===== src/rtl/lsu.sv =====
// Load/store unit: one request at a time to a word-addressed valid/ready memory port.
// Optional misaligned-access trap enabled by defining LSU_MISALIGN_TRAP_EN.
module lsu (
    input  logic        clk,
    input  logic        rst_n,
    input  logic        req_valid_i,
    output logic        req_ready_o,
    input  logic        is_load_i,
    input  logic        is_store_i,
    input  logic [2:0]  funct3_i,
    input  logic [31:0] addr_i,
    input  logic [31:0] store_data_i,
    output logic        mem_req_valid_o,
    input  logic        mem_req_ready_i,
    output logic [31:0] mem_addr_o,
    output logic        mem_we_o,
    output logic [3:0]  mem_wstrb_o,
    output logic [31:0] mem_wdata_o,
    input  logic        mem_rsp_valid_i,
    input  logic [31:0] mem_rdata_i,
    output logic        done_o,
    output logic [31:0] load_result_o,
    output logic        misaligned_o
);

    localparam logic [1:0] S_IDLE = 2'd0;
    localparam logic [1:0] S_REQ  = 2'd1;
    localparam logic [1:0] S_WAIT = 2'd2;
    localparam logic [1:0] S_DONE = 2'd3;

    logic [1:0]  state_q, state_d;
    logic        is_load_q, is_store_q;
    logic [2:0]  funct3_q;
    logic [31:0] addr_q, store_data_q;
    logic [31:0] load_result_q, load_result_d;
    logic        mis_q, mis_d;
    logic        mis_in;
    logic        accept;
    logic        store_eff;
    logic [7:0]  byte_sel;
    logic [15:0] half_sel;
    logic [31:0] load_ext;
    logic [3:0]  strb;
    logic [31:0] wdata;

`ifdef LSU_MISALIGN_TRAP_EN
    assign mis_in = ((funct3_i[1:0] == 2'b01) & addr_i[0])
                  | (funct3_i[1] & (addr_i[1:0] != 2'b00));
`else
    assign mis_in = 1'b0;
`endif

    assign accept    = (state_q == S_IDLE) & req_valid_i;
    // A request flagged as both load and store behaves as a load.
    assign store_eff = is_store_q & ~is_load_q;

    always_comb begin
        state_d       = state_q;
        mis_d         = mis_q;
        load_result_d = load_result_q;
        unique case (state_q)
            S_IDLE: begin
                if (req_valid_i) begin
                    mis_d = (is_load_i | is_store_i) & mis_in;
                    if ((is_load_i | is_store_i) && !mis_in) state_d = S_REQ;
                    else                                     state_d = S_DONE;
                end
            end
            S_REQ: begin
                if (mem_req_ready_i) state_d = S_WAIT;
            end
            S_WAIT: begin
                if (mem_rsp_valid_i) begin
                    state_d = S_DONE;
                    if (is_load_q) load_result_d = load_ext;
                end
            end
            default: state_d = S_IDLE;
        endcase
    end

    assign byte_sel = mem_rdata_i[{addr_q[1:0], 3'b000} +: 8];
    assign half_sel = addr_q[1] ? mem_rdata_i[31:16] : mem_rdata_i[15:0];

    always_comb begin
        case (funct3_q)
            3'b000:  load_ext = {{24{byte_sel[7]}}, byte_sel};
            3'b100:  load_ext = {24'd0, byte_sel};
            3'b001:  load_ext = {{16{half_sel[15]}}, half_sel};
            3'b101:  load_ext = {16'd0, half_sel};
            default: load_ext = mem_rdata_i;
        endcase
    end

    always_comb begin
        case (funct3_q[1:0])
            2'b00: begin
                strb  = 4'b0001 << addr_q[1:0];
                wdata = {4{store_data_q[7:0]}};
            end
            2'b01: begin
                strb  = addr_q[1] ? 4'b1100 : 4'b0011;
                wdata = {2{store_data_q[15:0]}};
            end
            default: begin
                strb  = 4'b1111;
                wdata = store_data_q;
            end
        endcase
    end

    always_ff @(posedge clk or negedge rst_n) begin
        if (!rst_n) begin
            state_q       <= S_IDLE;
            is_load_q     <= 1'b0;
            is_store_q    <= 1'b0;
            funct3_q      <= 3'd0;
            addr_q        <= 32'd0;
            store_data_q  <= 32'd0;
            load_result_q <= 32'd0;
            mis_q         <= 1'b0;
        end else begin
            state_q       <= state_d;
            load_result_q <= load_result_d;
            mis_q         <= mis_d;
            if (accept) begin
                is_load_q    <= is_load_i;
                is_store_q   <= is_store_i;
                funct3_q     <= funct3_i;
                addr_q       <= addr_i;
                store_data_q <= store_data_i;
            end
        end
    end

    assign req_ready_o     = (state_q == S_IDLE);
    assign mem_req_valid_o = (state_q == S_REQ);
    assign mem_addr_o      = {addr_q[31:2], 2'b00};
    assign mem_we_o        = mem_req_valid_o & store_eff;
    assign mem_wstrb_o     = mem_we_o ? strb : 4'b0000;
    assign mem_wdata_o     = store_eff ? wdata : 32'd0;
    assign done_o          = (state_q == S_DONE);
    assign load_result_o   = load_result_q;
    assign misaligned_o    = done_o & mis_q;

endmodule


===== config.mk =====
export PLATFORM = sky130hd
export DESIGN_NAME = lsu
export DESIGN_NICKNAME = d
export VERILOG_FILES = /design/src/rtl/lsu.sv
export SDC_FILE = /design/constraint.sdc
export NUM_CORES = 1
export LEC_CHECK = 0
export ABC_AREA = 1
export ABC_CLOCK_PERIOD_IN_PS = 1900
export CORE_MARGIN = 2
export CORE_UTILIZATION = 45
export CTS_BUF_LIST = sky130_fd_sc_hd__clkbuf_8 sky130_fd_sc_hd__clkbuf_16
export CTS_CLUSTER_DIAMETER = 50
export DETAILED_ROUTE_END_ITERATION = 16
export PLACE_DENSITY = 0.82
export RECOVER_POWER = 50
export SLEW_MARGIN = 5
export SYNTH_ARGS = -nofsm -noshare
export SYNTH_HDL_FRONTEND = slang
export SYNTH_SLANG_ARGS = --single-unit

===== constraint.sdc =====
create_clock -name clk -period 1.9 [get_ports clk]
set_clock_uncertainty 0.05 [all_clocks]
set_input_delay 0.19 -clock clk [delete_from_list [all_inputs] [get_ports clk]]
set_output_delay 0.19 -clock clk [all_outputs]
set_load 0.01 [all_outputs]

# Yosys cells after proc, flatten, opt, wreduce, memory -nomap -nowiden

Cells that the tools add are included.

Input bits: 106
Output and inout port bits: 105
Latch bits: 0
Memories kept: 0
Bits in registers: 103
Bits in read-only memories: 0
Word-level logic and storage cells: 41
Bits in writable memories: 0

Equal/unequal tests: 10
Reduce and logical (&&, ||, !) cells: 5
Shift operators: 2
Bitwise gates (word level): 5
Mux-type cells: 12
$lt $le $gt $ge: 0
$mul: 0
Div/mod/pow operators: 0
Add/subtract/negate cells: 0

Operator list:

| operator                                               | count |
|---|---|
| one-hot mux 32 bit (4 select lines)                    | 1 |
| one-hot mux 32 bit (2 select lines)                    | 1 |
| two-way mux 32 bit                                     | 1 |
| variable part select 32 x 6 -> 8 bit                   | 1 |
| two-way mux 16 bit                                     | 1 |
| two-way mux 2 bit                                      | 4 |
| two-way mux 4 bit                                      | 2 |
| one-hot mux 4 bit (2 select lines)                     | 1 |
| == test 3 bit (second input constant)                  | 2 |
| one-hot mux 2 bit (3 select lines)                     | 1 |
| AND reduction 3 bit                                    | 2 |
| == test 2 x 1 -> 1 bit (second input constant)         | 2 |
| == test 2 bit (second input constant)                  | 2 |
| logical NOT 2 bit                                      | 2 |
| inequality test 2 bit (second input constant)          | 2 |
| left shift 1 x 2 -> 4 bit (first input constant)       | 1 |
| AND 1 bit                                              | 3 |
| == test 3 x 1 -> 1 bit (second input constant)         | 1 |
| logical NOT 3 bit                                      | 1 |
| inequality test 2 x 1 -> 1 bit (second input constant) | 1 |
| NOT 1 bit                                              | 1 |
| bitwise OR 1 bit                                       | 1 |

# Depth between registers and ports, before layout

Depth after elaboration: 4
Mapped depth: 10
Mapped depth without buffers: 8

# Worst setup path before layout

Ideal clock, no wire load.

Kind: flip-flop to flip-flop
Start: register state_q[0]
End: register addr_q[17]
Setup time: 0.125 ns
Slack: 0.218 ns
Period minus slack after synthesis: 1.682 ns
Stages on the path, launching flop included: 7
Data required time: 1.725 ns
Data arrival time: 1.507 ns
Path buffers: 2
Cell sequence: dfrtp_1 -> inv_1 -> ha_1 -> nand2_1 -> buf_2 -> buf_6 -> mux2_2

Word-level cells in the longest chain between the ends: 2

Ends and longest elaborated chain:

| item                     | line | RTL |
|---|---|---|
| start: declaration       | 31   | `logic [1:0] state_q, state_d;` |
| start signal: assignment | 123  | `state_q <= state_d;` |
| logical NOT 2 bit        | --   |  |
| named net req_ready_o    | 7    | `output logic req_ready_o,` |
| AND 1 bit                | 53   | `assign accept = (state_q == S_IDLE) & req_valid_i;` |
| end signal: assignment   | 130  | `addr_q <= addr_i;` |
| end: declaration         | 34   | `logic [31:0] addr_q, store_data_q;` |

The timed path passes the listed nets, and every way through them passes these cells.
A chain may end at the register's enable or synchronous reset.

# Final worst setup path

Start: register funct3_q[1]
End: output mem_wdata_o[29]

Word-level cells in the longest chain between the ends: 3
Elaborated cells between the ends (all ways): 4
Classes of those cells: eq/ne: 1; mux: 2; reduce/logical: 1

Ends and longest elaborated chain:

| item                                                        | line | RTL |
|---|---|---|
| start: declaration                                          | 33   | `logic [2:0] funct3_q;` |
| start signal: assignment                                    | 129  | `funct3_q <= funct3_i;` |
| == test 2 x 1 -> 1 bit or logical NOT 2 bit (tied branches) | 96   | `case (funct3_q[1:0])` |
| one-hot mux 32 bit (2 select lines) (*)                     | 96   |  |
| two-way mux 32 bit (*)                                      | 141  | `assign mem_wdata_o = store_eff ? wdata : 32'd0;` |
| end: declaration                                            | 18   | `output logic [31:0] mem_wdata_o,` |

Every way passes the cells marked *; elsewhere a longest branch is shown, timed or not.

==> flow_summary.html <==
<table>
<tr><th>Metric</th><th>Value</th></tr>
<tr><th colspan="2">Power</th></tr>
<tr><td>Leakage dissipation</td><td>3.79 nW</td></tr>
<tr><td>Power density relative to cell area</td><td>1580 nW/µm²</td></tr>
<tr><td>Total design power</td><td>12.6 mW</td></tr>
<tr><td>Maximum VDD drop</td><td>939 µV</td></tr>
<tr><th colspan="2">Status</th></tr>
<tr><td>Run status</td><td>finished clean</td></tr>
<tr><th colspan="2">STA</th></tr>
<tr><td>Highest clock frequency the design can meet</td><td>536 MHz</td></tr>
<tr><td>Number of hold violations in the final report</td><td>0</td></tr>
<tr><td>Unrepaired setup endpoints after global routing</td><td>true</td></tr>
<tr><td>Setup-violating endpoint count in the final report</td><td>0</td></tr>
<tr><td>Relative slew slack</td><td>48.9%</td></tr>
<tr><td>Final Max Tran Viols</td><td>0</td></tr>
<tr><td>Minimum period implied by the final worst setup slack</td><td>1.87 ns</td></tr>
<tr><td>Worst-Margin Slew</td><td>0.767 ns</td></tr>
<tr><td>Crit share post-route</td><td>98.3%</td></tr>
<tr><th colspan="2">Synth</th></tr>
<tr><td>Proportion of synthesized chip area in sequential cells</td><td>46.9%</td></tr>
<tr><td>Proportion of netlist area held by the largest area contributor</td><td>46.9%</td></tr>
<tr><td>Synthesized area divided by synthesized cell count</td><td>8.86 µm²</td></tr>
<tr><td>Post-Syn Instances</td><td>620</td></tr>
<tr><td>Async set-or-reset flop fraction in the synthesized netlist</td><td>100%</td></tr>
<tr><td>Cell types with the highest counts after synthesis</td><td>sky130_fd_sc_hd__nand2_1, sky130_fd_sc_hd__dfrtp_1, sky130_fd_sc_hd__inv_1</td></tr>
<tr><td>Distinct cell type count of the synthesized netlist</td><td>29</td></tr>
<tr><td>Commonest register cell after synthesis</td><td>sky130_fd_sc_hd__dfrtp_1</td></tr>
<tr><td>Count of state elements after synthesis</td><td>103</td></tr>
<tr><td>Leading cell types by total area after synthesis</td><td>sky130_fd_sc_hd__dfrtp_1, sky130_fd_sc_hd__mux2_2, sky130_fd_sc_hd__nand2_1</td></tr>
<tr><td>Count of synthesis-stage warnings from yosys</td><td>0</td></tr>
<tr><td>Area leader, netlist</td><td>sky130_fd_sc_hd__dfrtp_1</td></tr>
<tr><td>Number of synthesized flops with an enable pin</td><td>0</td></tr>
<tr><td>Cell Area, Synth</td><td>5490 µm²</td></tr>
<tr><td>Most used standard cell by instance count after synthesis</td><td>sky130_fd_sc_hd__nand2_1</td></tr>
<tr><th colspan="2">Global routing</th></tr>
<tr><td>Overflow after GRT</td><td>0</td></tr>
<tr><td>Initial antenna violation count</td><td>0</td></tr>
<tr><td>All-layer global routing usage</td><td>26.1%</td></tr>
<tr><td>Largest net degree at the start of global routing</td><td>59</td></tr>
<tr><td>Via count of the first global-routing pass</td><td>5134</td></tr>
<tr><td>Global-route wire length before repair</td><td>26300 µm</td></tr>
<tr><th colspan="2">Clock network</th></tr>
<tr><td>Count of clock tree sinks</td><td>103</td></tr>
<tr><td>TritonCTS clock tree</td><td>yes</td></tr>
<tr><td>Worst-case clock buffer depth</td><td>2</td></tr>
<tr><td>Clock-pin slew reported for the worst setup and hold paths after clock tree synthesis</td><td>0.07 ns</td></tr>
<tr><td>Insertion delay to the later sink of the worst-skew pair</td><td>0.35 ns</td></tr>
<tr><td>Buffer type at the clock tree root</td><td>sky130_fd_sc_hd__clkbuf_16</td></tr>
<tr><td>Number of clock buffers inserted by TritonCTS</td><td>9</td></tr>
<tr><td>Number of H-tree levels</td><td>3</td></tr>
<tr><th colspan="2">Final layout</th></tr>
<tr><td>Number of nets in the layout</td><td>924</td></tr>
<tr><td>Core utilization of the finished layout</td><td>66.9%</td></tr>
<tr><td>Share of cells above drive strength 1</td><td>23.8%</td></tr>
<tr><td>Diode count</td><td>0</td></tr>
<tr><td>Synth-to-Final Area Change</td><td>45.7%</td></tr>
<tr><td>Fin cells</td><td>965</td></tr>
<tr><th colspan="2">Detailed routing</th></tr>
<tr><td>Number of iterations in the first detailed-routing pass</td><td>4</td></tr>
<tr><td>Detail-routed via count per cell</td><td>5.21</td></tr>
<tr><td>Wire length reported by the detailed router</td><td>16700 µm</td></tr>
<tr><td>Antenna violation net count after detailed routing</td><td>0</td></tr>
<tr><td>Total number of vias</td><td>5031</td></tr>
<tr><td>DRC violation total after the first TritonRoute iteration</td><td>401</td></tr>
<tr><td>Average wire per cell in the routed design</td><td>17.3 µm</td></tr>
<tr><td>DRC violations left</td><td>0</td></tr>
<tr><th colspan="2">Worst setup path</th></tr>
<tr><td>Setup slack, reg-to-reg</td><td>0.08 ns</td></tr>
<tr><td>Data arrival time of the critical path</td><td>1.63 ns</td></tr>
<tr><td>Max incr delay on CP</td><td>0.39 ns</td></tr>
<tr><td>Critical path origin</td><td>funct3_q[1]$_DFFE_PN0P_</td></tr>
<tr><td>Worst reg2reg startpoint</td><td>state_q[0]$_DFFE_PN0P_</td></tr>
<tr><td>Required time worst endpoint</td><td>1.66 ns</td></tr>
<tr><td>FF-to-FF End</td><td>store_data_q[17]$_DFFE_PN0P_</td></tr>
<tr><td>Buf+Inv Stages, Crit Path</td><td>4</td></tr>
<tr><td>Largest delay share family, worst path</td><td>buffers and inverters</td></tr>
<tr><td>Highest net fanout along the worst path</td><td>23</td></tr>
<tr><td>Endpoint class of the critical path</td><td>primary output</td></tr>
<tr><td>Worst setup path class</td><td>reg2out</td></tr>
<tr><td>Crit path launch type</td><td>flip-flop</td></tr>
<tr><td>Worst path cell trace</td><td>inv_2, buf_4, buf_12, o22ai_1, nor2_2, clkdlybuf4s15_2</td></tr>
<tr><td>Instance count on the critical path</td><td>6</td></tr>
<tr><td>R2R cell count</td><td>6</td></tr>
<tr><td>CP Capture Point</td><td>mem_wdata_o[29]</td></tr>
<tr><td>Cell with the biggest individual delay on the critical path</td><td>sky130_fd_sc_hd__dfrtp_1</td></tr>
<tr><th colspan="2">Run</th></tr>
<tr><td>Max-cap violation count</td><td>0</td></tr>
<tr><th colspan="2">Die</th></tr>
<tr><td>Die width</td><td>114 µm</td></tr>
<tr><td>Chip Height</td><td>114 µm</td></tr>
<tr><td>IO Count</td><td>211</td></tr>
<tr><td>Number of placement rows</td><td>40</td></tr>
<tr><td>Initial standard-cell utilization of the core</td><td>45.9%</td></tr>
<tr><td>Die area</td><td>13100 µm²</td></tr>
<tr><td>Area of the placeable core</td><td>12000 µm²</td></tr>
<tr><th colspan="2">Hold path</th></tr>
<tr><td>Hold Path Class</td><td>in2reg</td></tr>
<tr><td>Hold Crit Start</td><td>store_data_i[2]</td></tr>
<tr><th colspan="2">Place</th></tr>
<tr><td>Number of placed instances with taps included</td><td>942</td></tr>
<tr><td>Port Buf Inserts</td><td>207</td></tr>
<tr><td>Routability cong.</td><td>0.896</td></tr>
<tr><td>Total half-perimeter wirelength after legalization and detailed placement</td><td>12200 µm</td></tr>
</table>
[tightest hold or removal path: stages]
cell and delay [ns]:
sky130_fd_sc_hd__clkdlybuf4s50_1 0.40, sky130_fd_sc_hd__nor2_1 0.10, sky130_fd_sc_hd__a21oi_1 0.04
[power by group]
group          leakage, nW  total [mW]  internal (mW)  switching (mW)
clock network        0.154        1.92           1.07           0.856
logic                 2.43        6.75           3.35            3.40
registers             1.21        3.96           3.30           0.661
total                 3.79        12.6           7.71            4.92
[cell type report]
type / instances / area, µm²
fillers: 891 / 3960
flip-flops and latches: 103 / 2580
multi-input cells: 388 / 2380
repair buffers: 246 / 2310
inverters: 65 / 246
clock buffers: 10 / 239
well taps: 147 / 184
clock inverters: 6 / 66.3
[metal layers]
metal	track usage (%)	wire length, µm	up-vias
met5	0	0	-
met4	10.8	524	0
met3	7.57	1530	48
met2	44.7	8230	252
met1	30.6	6410	2375
li1	-	-	2356
[placed cells by master, fill, tap and decap left out, types with 7 or more instances in the layout]
master	synthesis	layout
sky130_fd_sc_hd__mux2_2	54	54
sky130_fd_sc_hd__clkdlybuf4s50_1	0	119
sky130_fd_sc_hd__clkbuf_16	0	9
sky130_fd_sc_hd__nand2_1	113	109
sky130_fd_sc_hd__or2_2	17	17
sky130_fd_sc_hd__clkbuf_2	1	20
sky130_fd_sc_hd__nand3_2	11	10
sky130_fd_sc_hd__dfrtp_1	103	103
sky130_fd_sc_hd__dlygate4sd2_1	0	11
sky130_fd_sc_hd__a21oi_1	57	57
sky130_fd_sc_hd__buf_4	33	28
sky130_fd_sc_hd__nand3_1	18	18
sky130_fd_sc_hd__o21ai_1	6	7
sky130_fd_sc_hd__dlygate4sd3_1	0	50
sky130_fd_sc_hd__nor2_1	56	53
sky130_fd_sc_hd__inv_1	62	58
sky130_fd_sc_hd__o21ai_0	25	17
[cell families after synthesis]
| group | count (synthesis) | share of synthesized area (%) |
|---|---|---|
| multiplexers | 54 | 11.1 |
| flip-flops | 103 | 46.9 |
| AND/OR/NAND/NOR | 223 | 18.4 |
| adder cells (fa/ha/maj) | 5 | 1.14 |
| AO/OA/AOI/OAI | 103 | 9.77 |
| other | 1 | 0.0683 |
| buffers and inverters | 131 | 12.7 |
[state kept, by name (all words and copies together) (netlist names)]
register,cells
addr_q,32
load_result_o,32
store_data_q,32
funct3_q,3
state_q,2
is_load_q,1
is_store_q,1
[worst min path at each step]
stage | depth (start not counted) | slack, ns | to
after global placement | 1 | 0.1 | load_result_o[13]$_DFFE_PN0P_
after detailed placement | 1 | 0.11 | load_result_o[1]$_DFFE_PN0P_
after CTS | 2 | 0.28 | load_result_o[14]$_DFFE_PN0P_
final | 3 | 0.37 | store_data_q[2]$_DFFE_PN0P_
after floorplan | 0 | -0.16 | addr_q[0]$_DFFE_PN0P_
after global routing | 3 | 0.38 | addr_q[0]$_DFFE_PN0P_
[repair_timing]
action | CTS | global route
hold buffers | 1 | 0
gates resized for setup | 80 | 62
pin swaps | 2 | 4
hold endpoints to repair | 24 | 0
setup endpoints to repair | 38 | 51
buffers inserted | 3 | 4
[metrics by stage]
step	TNS (ns)	area, µm²	hold WS [ns]	setup WS [ns]
6_report	0	8000	0.365	0.0329
5_1_grt	-0.104	8000	0.376	-0.0235
4_1_cts	-0.0772	8010	0.277	-0.0229
3_5_place_dp	-0.202	7640	0.110	-0.107
3_3_place_gp	-0.132	7640	0.0984	-0.0757
2_1_floorplan	0	5500	-0.156	0.218
Note: power is estimated with default switching activity, not from simulation.
